[src/rtl/fsm_equiv_pkg.sv]
// -----------------------------------------------------------------------------
// fsm_equiv_pkg
// Shared definitions for the FSM equivalence sequencer.
//   MAX_LEN_DEFAULT : default stimulus length / response register width.
//   seq_state_t     : sequencer state encoding {IDLE, RST, RUN, DONE}.
// -----------------------------------------------------------------------------
package fsm_equiv_pkg;

    localparam int MAX_LEN_DEFAULT = 16;

    typedef enum logic [1:0] {
        IDLE = 2'd0,
        RST  = 2'd1,
        RUN  = 2'd2,
        DONE = 2'd3
    } seq_state_t;

endpackage : fsm_equiv_pkg

[src/rtl/fsm_equiv_sequencer.sv]
// -----------------------------------------------------------------------------
// fsm_equiv_sequencer
// Drives one serial stimulus stream into two machines under comparison
// (original A and reduced B), captures both output streams and records the
// first cycle on which they disagree.
//
// Ports
//   clk          : clock, all state updates on the rising edge.
//   reset        : synchronous active-high reset.
//   start        : run request, sampled only in IDLE.
//   pattern      : stimulus bits, bit k applied on run cycle k.
//   len          : number of bits to apply, clamped to MAX_LEN.
//   y_a, y_b     : outputs of machine A and machine B.
//   x_out        : serial input shared by both machines.
//   fsm_reset    : reset shared by both machines (high for one cycle in RST).
//   busy         : high from RST through DONE.
//   done         : one-cycle pulse in DONE.
//   resp_a/resp_b: captured outputs, bit k from run cycle k.
//   mismatch     : sticky, outputs differed on at least one run cycle.
//   mismatch_idx : run cycle of the first difference, 0 when none.
// -----------------------------------------------------------------------------
module fsm_equiv_sequencer
    import fsm_equiv_pkg::*;
#(
    parameter int MAX_LEN = MAX_LEN_DEFAULT,
    parameter int IDX_W   = $clog2(MAX_LEN + 1)
) (
    input  logic               clk,
    input  logic               reset,
    input  logic               start,
    input  logic [MAX_LEN-1:0] pattern,
    input  logic [IDX_W-1:0]   len,
    input  logic               y_a,
    input  logic               y_b,
    output logic               x_out,
    output logic               fsm_reset,
    output logic               busy,
    output logic               done,
    output logic [MAX_LEN-1:0] resp_a,
    output logic [MAX_LEN-1:0] resp_b,
    output logic               mismatch,
    output logic [IDX_W-1:0]   mismatch_idx
);

    // idx never exceeds MAX_LEN-1 while it is used as a bit select, so the
    // select only needs enough bits to address MAX_LEN positions.
    localparam int SEL_W = (MAX_LEN > 1) ? $clog2(MAX_LEN) : 1;

    seq_state_t         state_q,        state_d;
    logic [MAX_LEN-1:0] pattern_q,      pattern_d;
    logic [IDX_W-1:0]   len_q,          len_d;
    logic [IDX_W-1:0]   idx_q,          idx_d;
    logic [MAX_LEN-1:0] resp_a_q,       resp_a_d;
    logic [MAX_LEN-1:0] resp_b_q,       resp_b_d;
    logic               mismatch_q,     mismatch_d;
    logic [IDX_W-1:0]   mismatch_idx_q, mismatch_idx_d;

    logic [SEL_W-1:0]   sel;
    logic [IDX_W-1:0]   len_clamped;
    logic               last_bit;

    assign sel         = idx_q[SEL_W-1:0];
    assign len_clamped = (len > IDX_W'(MAX_LEN)) ? IDX_W'(MAX_LEN) : len;
    // Only consulted in RUN, where len_q >= 1, so the subtraction cannot wrap.
    assign last_bit    = (idx_q == (len_q - IDX_W'(1)));

    // -------------------------------------------------------------------------
    // Next-state and datapath
    // -------------------------------------------------------------------------
    always_comb begin
        // NOTE: every *_d gets a hold value first so no path through the case
        // leaves a variable unassigned, which would otherwise infer a latch.
        state_d        = state_q;
        pattern_d      = pattern_q;
        len_d          = len_q;
        idx_d          = idx_q;
        resp_a_d       = resp_a_q;
        resp_b_d       = resp_b_q;
        mismatch_d     = mismatch_q;
        mismatch_idx_d = mismatch_idx_q;

        case (state_q)
            IDLE: begin
                if (start) begin
                    pattern_d      = pattern;
                    len_d          = len_clamped;
                    idx_d          = '0;
                    resp_a_d       = '0;
                    resp_b_d       = '0;
                    mismatch_d     = 1'b0;
                    mismatch_idx_d = '0;
                    state_d        = RST;
                end
            end
            RST: begin
                state_d = (len_q != '0) ? RUN : DONE;
            end
            RUN: begin
                // Mealy machines: y_a/y_b already reflect this cycle's x_out.
                resp_a_d[sel] = y_a;
                resp_b_d[sel] = y_b;
                if ((y_a != y_b) && !mismatch_q) begin
                    mismatch_d     = 1'b1;
                    mismatch_idx_d = idx_q;
                end
                idx_d = idx_q + IDX_W'(1);
                if (last_bit) begin
                    state_d = DONE;
                end
            end
            DONE: begin
                state_d = IDLE;
            end
            default: begin
                state_d = IDLE;
            end
        endcase
    end

    // -------------------------------------------------------------------------
    // Outputs decoded from the state register
    // -------------------------------------------------------------------------
    always_comb begin
        busy      = (state_q != IDLE);
        fsm_reset = (state_q == RST);
        done      = (state_q == DONE);
        x_out     = (state_q == RUN) ? pattern_q[sel] : 1'b0;
    end

    assign resp_a       = resp_a_q;
    assign resp_b       = resp_b_q;
    assign mismatch     = mismatch_q;
    assign mismatch_idx = mismatch_idx_q;

    // -------------------------------------------------------------------------
    // State register
    // -------------------------------------------------------------------------
    always_ff @(posedge clk) begin
        // NOTE: non-blocking assignments so every register samples the values
        // from before this edge, independent of statement order.
        if (reset) begin
            state_q        <= IDLE;
            // NOTE: the pattern and response registers are plain flops that
            // feed outputs directly, so they are cleared like any other state.
            pattern_q      <= '0;
            len_q          <= '0;
            idx_q          <= '0;
            resp_a_q       <= '0;
            resp_b_q       <= '0;
            mismatch_q     <= 1'b0;
            mismatch_idx_q <= '0;
        end else begin
            state_q        <= state_d;
            pattern_q      <= pattern_d;
            len_q          <= len_d;
            idx_q          <= idx_d;
            resp_a_q       <= resp_a_d;
            resp_b_q       <= resp_b_d;
            mismatch_q     <= mismatch_d;
            mismatch_idx_q <= mismatch_idx_d;
        end
    end

endmodule : fsm_equiv_sequencer
[config.mk]
export PLATFORM = sky130hd
export DESIGN_NAME = fsm_equiv_sequencer
export DESIGN_NICKNAME = d
export VERILOG_FILES = /design/src/rtl/fsm_equiv_pkg.sv /design/src/rtl/fsm_equiv_sequencer.sv
export SDC_FILE = /design/constraint.sdc
export NUM_CORES = 1
export LEC_CHECK = 0
export BUFFER_PORTS_ARGS = -buffer_cell sky130_fd_sc_hd__buf_2
export CAP_MARGIN = 20
export CORE_UTILIZATION = 25
export CTS_CLUSTER_SIZE = 24
export DETAILED_ROUTE_END_ITERATION = 8
export HOLD_SLACK_MARGIN = 0.02
export PLACE_DENSITY_LB_ADDON = 0.25
export REMOVE_ABC_BUFFERS = 1
export SLEW_MARGIN = 10
export SYNTH_ARGS = -nofsm -noshare
export SYNTH_HDL_FRONTEND = slang
export SYNTH_SLANG_ARGS = --single-unit
[constraint.sdc]
create_clock -name clk -period 4.7 [get_ports clk]
set_clock_uncertainty 0.2 [all_clocks]
set_input_delay 0 -clock clk [delete_from_list [all_inputs] [get_ports clk]]
set_output_delay 0 -clock clk [all_outputs]
set_load 0.02 [all_outputs]
# Word level (Yosys, flattened, before mapping)
# Cells that the tools add are included.
# op_classes
reduce_logical,11
n_eq_ne,8
addsub,2
muxes,22
n_lt_le_gt_ge,3
# op_table
op,n
$pmux 16 s2,2
$bwmux 16,2
$pmux 5 s2,2
$mux 16,1
$mux 5,3
$pmux 2 s4,1
$mux 1,6
$ne 2x2->1 const B,3
$reduce_and 2->1,3
$add 5x1->5 const B,1
$eq 5x5->1,1
$gt 5x5->1 const B,1
$lt 4x5->1 const B,1
$reduce_bool 5->1,1
$sub 5x1->5 const B,1
$bmux 1 s4,1
$demux 1 s4,1
$eq 2x2->1 const B,2
$ge 4x1->1 const B,1
$mux 2,2
$reduce_bool 2->1,2
$reduce_and 3->1,1
$eq 2x1->1 const B,1
$logic_and 1x1->1,2
4 further kinds,4
# word_totals
word_cells,54
input_bits,26
reg_bits,66
out_inout_bits,42

# Longest topological paths before layout
# depth
word_depth,6
ltp_mapped,9
ltp_nobuf,7

# Worst setup path after synthesis
# OpenSTA, ideal clock, no wires.
# synth_timing
path_kind,flip-flop to flip-flop
start,register state_q[0]
end,"register resp_a_q[15], in the netlist resp_a[15]"
synth_period_minus_slack_ps,2078
setup_slack_ps,2622
required_ps,4372
n_path_buf,1
path_stages_with_launch,9
setup_ps,128
arrival_time_ps,1751
cell_sequence,dfxtp_1 inv_1 ha_1 mux2i_1 or2_2 clkbuf_1 mux2_2 a32oi_1 nor2_1
# synth_via
elab_chain_len,3
elab_cells_between_ends,6
classes_between,2 x eq/ne; 1 x mux; 3 x reduce/logical
# synth_rtl
item,line,text
start: declaration,fsm_equiv_sequencer.sv:49,"seq_state_t state_q, state_d;"
start signal: assignment,fsm_equiv_sequencer.sv:153,state_q <= state_d;
$eq 2x2->1 / $logic_not 2->1 (equally long branches),fsm_equiv_sequencer.sv:82,case (state_q)
$reduce_bool 2->1 (no line) / $ne 2x2->1 (equally long branches),-,
$reduce_and 2->1 (no line),-,
end signal: assignment,fsm_equiv_sequencer.sv:157,resp_a_q <= resp_a_d;
end: declaration,fsm_equiv_sequencer.sv:53,"logic [MAX_LEN-1:0] resp_a_q, resp_a_d;"
# Several ways; a longest one is shown, not always the timed one.
# A chain may end at the register's enable or synchronous reset.

# Worst setup path in the final report
# layout_timing
start,register idx_q[0]
end,output port x_out
# layout_via
elab_chain_len,3
# layout_rtl
item,line,text
start: declaration,fsm_equiv_sequencer.sv:52,"logic [IDX_W-1:0] idx_q, idx_d;"
start signal: assignment,fsm_equiv_sequencer.sv:156,idx_q <= idx_d;
$bmux 1 s4,fsm_equiv_sequencer.sv:127,x_out = (state_q == RUN) ? pattern_q[sel] : 1'b0;
$mux 1 (implied by the code),fsm_equiv_sequencer.sv:127,
$mux 1,fsm_equiv_sequencer.sv:127,
end: declaration,fsm_equiv_sequencer.sv:35,"output logic x_out,"
# Every way passes these cells. The select of a mux whose other input is x is not followed.

==> summary.md <==
| Metric | Value |
|---|---|
| Outcome | `completed` |
| Power density over the cells | `about 450 nW/µm²` |
| Routability cong. | `0.749` |
| R2R Setup Slk | `about 2100 ps` |
| Pre-CTS WS | `about 2200 ps` |
| Clk root buf | `clkbuf_16` |
| Ratio of cells with drive above 1 in the final layout | `0.239` |
| Clk Latency, worst-skew pair | `between 300 and 400 ps` |
| I/O pin count | `68` |
| Layout area overhead | `30.2%` |
| Synth warnings | `0` |
| FP Rows | `40` |
| Die X | `113 µm` |
| Share of flip-flops with an asynchronous set or reset | `0` |
| Min Hold Slack | `105 ps` |
| Peak supply drop | `between 0.00015 and 0.0002 V` |
| Worst setup SP type | `flop` |
| # clock sinks | `66` |
| Post-synth cell types | `41` |
| Area after DPL | `approximately 3500 µm²` |
| Htree depth | `3` |
| Final setup TNS | `0 ps` |
| Clock transition at path regs | `approximately 50 ps` |
| Worst r2r src | `state_q[0]$_SDFFE_PP0P_` |
| Remaining DRCs | `0` |
| Cells after Synth | `between 300 and 400` |
| Clock power frac | `0.341` |
| Relative max-transition margin | `0.423` |
| Via/cell ratio | `4.84` |
| Initial antenna violation count | `0` |
| Die H | `between 100 and 150 µm` |
| Syn avg cell area | `8.66 µm²` |
| CTS buffer count | `9` |
| Starting density of the core | `0.257` |
| IO buf count | `67` |
| Setup Fix Bufs, Post-CTS | `0` |
| Register area share after synthesis | `0.428` |
| Prevailing post-synth register cell | `dfxtp_1` |
| Nets | `around 470` |
| TritonRoute pass-1 iters | `4` |
| Flop pwr share | `0.355` |
| P_int | `about 1.2 mW` |
| Sw Ratio | `0.334` |
| F_max | `roughly 0.38 GHz` |
| FF-to-FF path depth | `8` |
| Leak pwr | `~1.7 nW` |
| Worst hold start | `start` |
| Arr. time, crit path | `about 2500 ps` |
| Area of the multi-input gates | `about 1600 µm²` |
| Worst-path fanout max | `12` |
| Fillcell total | `approximately 1.3k` |
| Clk buf depth | `2` |
| Gr usage total | `0.136` |
| First-pass GRT wire length | `roughly 14 mm` |
| CTS tree | `yes` |
| ANT nets after route | `0` |
| Worst R2R End | `resp_a[15]$_SDFFE_PP0P_` |
| Total of max-cap violations | `0` |
| Final setup fails | `0` |
| Hold endpoint | `idx_q[0]$_SDFFE_PP0P_` |
| #FFs+latches synth | `66` |
| Unrepaired setup endpoints after global routing | `false` |
| CORE AREA | `12000 µm²` |
| P_sw | `0.600 mW` |
| HP Class | `in -> reg` |
| Worst path required time | `4500 ps` |
| Total gr overflow | `0` |
| Worst-Margin Slew | `about 860 ps` |
| Crit. End Element | `primary output` |
| Initial drt markers | `between 200 and 250` |
| Die area | `12800 µm²` |
| Ant. Diodes | `0` |
| Endpoints failing hold | `0` |
| Final WS setup | `between 2000 and 2500 ps` |
| Register Area | `between 1000 and 1500 µm²` |
| Final worst path period need | `2660 ps` |
| Routed wire length | `between 8 and 9 mm` |
| Hpwl dp | `5.41 mm` |
| Drt wl/cell | `about 14 µm` |
| Hold path depth | `5` |
| Slew Viols, Final | `0` |
| Crit Path Class | `reg -> out` |
| Vias in the first global route | `around 2.6k` |
| Fin area | `4020 µm²` |
| EDFF count, synth | `0` |
| Via count | `between 2k and 3k` |
| Combinational share of power | `0.305` |
| Cell area after synthesis | `approximately 3000 µm²` |
| Largest net degree at the start of global routing | `68` |
| Fin crit share | `0.565` |
-- cells in the mapped netlist, types with 2 or more instances --
cell type,n,area (µm²)
a21oi_1,37,185
a22oi_1,13,97.6
a31oi_1,2,12.5
a32oi_1,27,236
and3_1,5,31.3
buf_1,2,7.51
buf_2,8,40.0
clkbuf_1,20,75.1
dfxtp_1,66,1320
ha_1,10,125
inv_1,9,33.8
mux2_2,2,22.5
mux2i_1,3,30.0
mux4_1,3,78.8
mux4_2,2,45.0
nand2_1,42,158
nand2b_1,5,31.3
nand3_1,2,10.0
nand3b_1,5,37.5
nor2_1,46,173
nor2b_1,3,18.8
o21ai_0,3,15.0
o21bai_1,3,22.5
o31ai_1,2,15.0
or2_2,14,87.6
xnor2_1,6,52.6
xor2_1,2,17.5
-- registers in the layout, indices dropped and copies added, names as in the netlist --
signal,flops
resp_b,16
len_q,5
idx_q,5
pattern_q,16
state_q,2
resp_a,16
mismatch,1
mismatch_idx,5
-- critical path: stages (launching register included) --
cell and delay (ps):
dfxtp_1 680, mux4_1 650, mux4_2 460, and2_1 180, buf_2 160
-- final cells by class --
class,instances,share of cell area
inverter,10,0.00935
tap,147,0.0458
sequential,66,0.329
clock buffer,12,0.0639
clock inverter,3,0.00374
timing repair buffer,96,0.154
multi-input combinational,248,0.394
-- timing repair --
item	in CTS	in global routing
hold endpoints to repair	23	0
gates resized for setup	0	0
setup endpoints to repair	0	0
hold buffers	26	0
-- how the worst max path moves through the flow --
stage                                  from                       to  slack (ps)
floorplan           state_q[0]$_SDFFE_PP0P_  resp_a[15]$_SDFFE_PP0P_        2190
global placement    state_q[0]$_SDFFE_PP0P_  resp_b[15]$_SDFFE_PP0P_        2270
detailed placement  state_q[0]$_SDFFE_PP0P_  state_q[1]$_SDFFE_PP0P_        2160
CTS                   idx_q[0]$_SDFFE_PP0P_                    x_out        2000
global route          idx_q[0]$_SDFFE_PP0P_                    x_out        1910
finish                idx_q[0]$_SDFFE_PP0P_                    x_out        2040
-- cells in the final DEF (no fill, tap or decap), types with 5 or more instances in the layout --
cell type       n
nand3b_1        5
dlygate4sd3_1  26
nand2_1        42
buf_2          67
a22oi_1        13
clkbuf_16       9
and3_1          5
dfxtp_1        66
a21oi_1        37
ha_1           10
or2_2          14
nor2_1         46
inv_1           9
nand2b_1        5
xnor2_1         6
a32oi_1        27
-- metal layers --
metal  up-vias  share of wire  track usage
li1       1409              -            -
met5         -              0            0
met4         0          0.016       0.0439
met2        74           0.46        0.214
met3        14          0.050       0.0418
met1      1318           0.47        0.176
-- through the flow --
step / std cells / util / power, mW
6_report: 582 / 0.334 / 1.80
5_1_grt: 582 / 0.334 / 1.91
4_1_cts: 582 / 0.334 / 1.82
3_5_place_dp: 541 / 0.290 / 1.18
3_3_place_gp: 541 / 0.290 / 1.17
2_1_floorplan: 324 / - / 1.02
-- cell families after synthesis --
logic type | count (synthesis) | share of synthesized area
buf+inv | 42 | 0.0580
simple gates | 129 | 0.194
xor+xnor | 8 | 0.0227
flops | 66 | 0.428
compound gates | 91 | 0.200
fa+ha+maj | 10 | 0.0406
mux | 10 | 0.0572
-- power by group through the flow --
stage | Combinational, mW | Sequential, mW | Clock [mW]
after global routing | 0.614 | 0.642 | 0.653
final | 0.547 | 0.637 | 0.611
after CTS | 0.551 | 0.638 | 0.627
after global placement | 0.519 | 0.647 | 0
after detailed placement | 0.532 | 0.650 | 0
after floorplan | 0.374 | 0.641 | 0
Note: power is estimated with default switching activity, not from simulation.
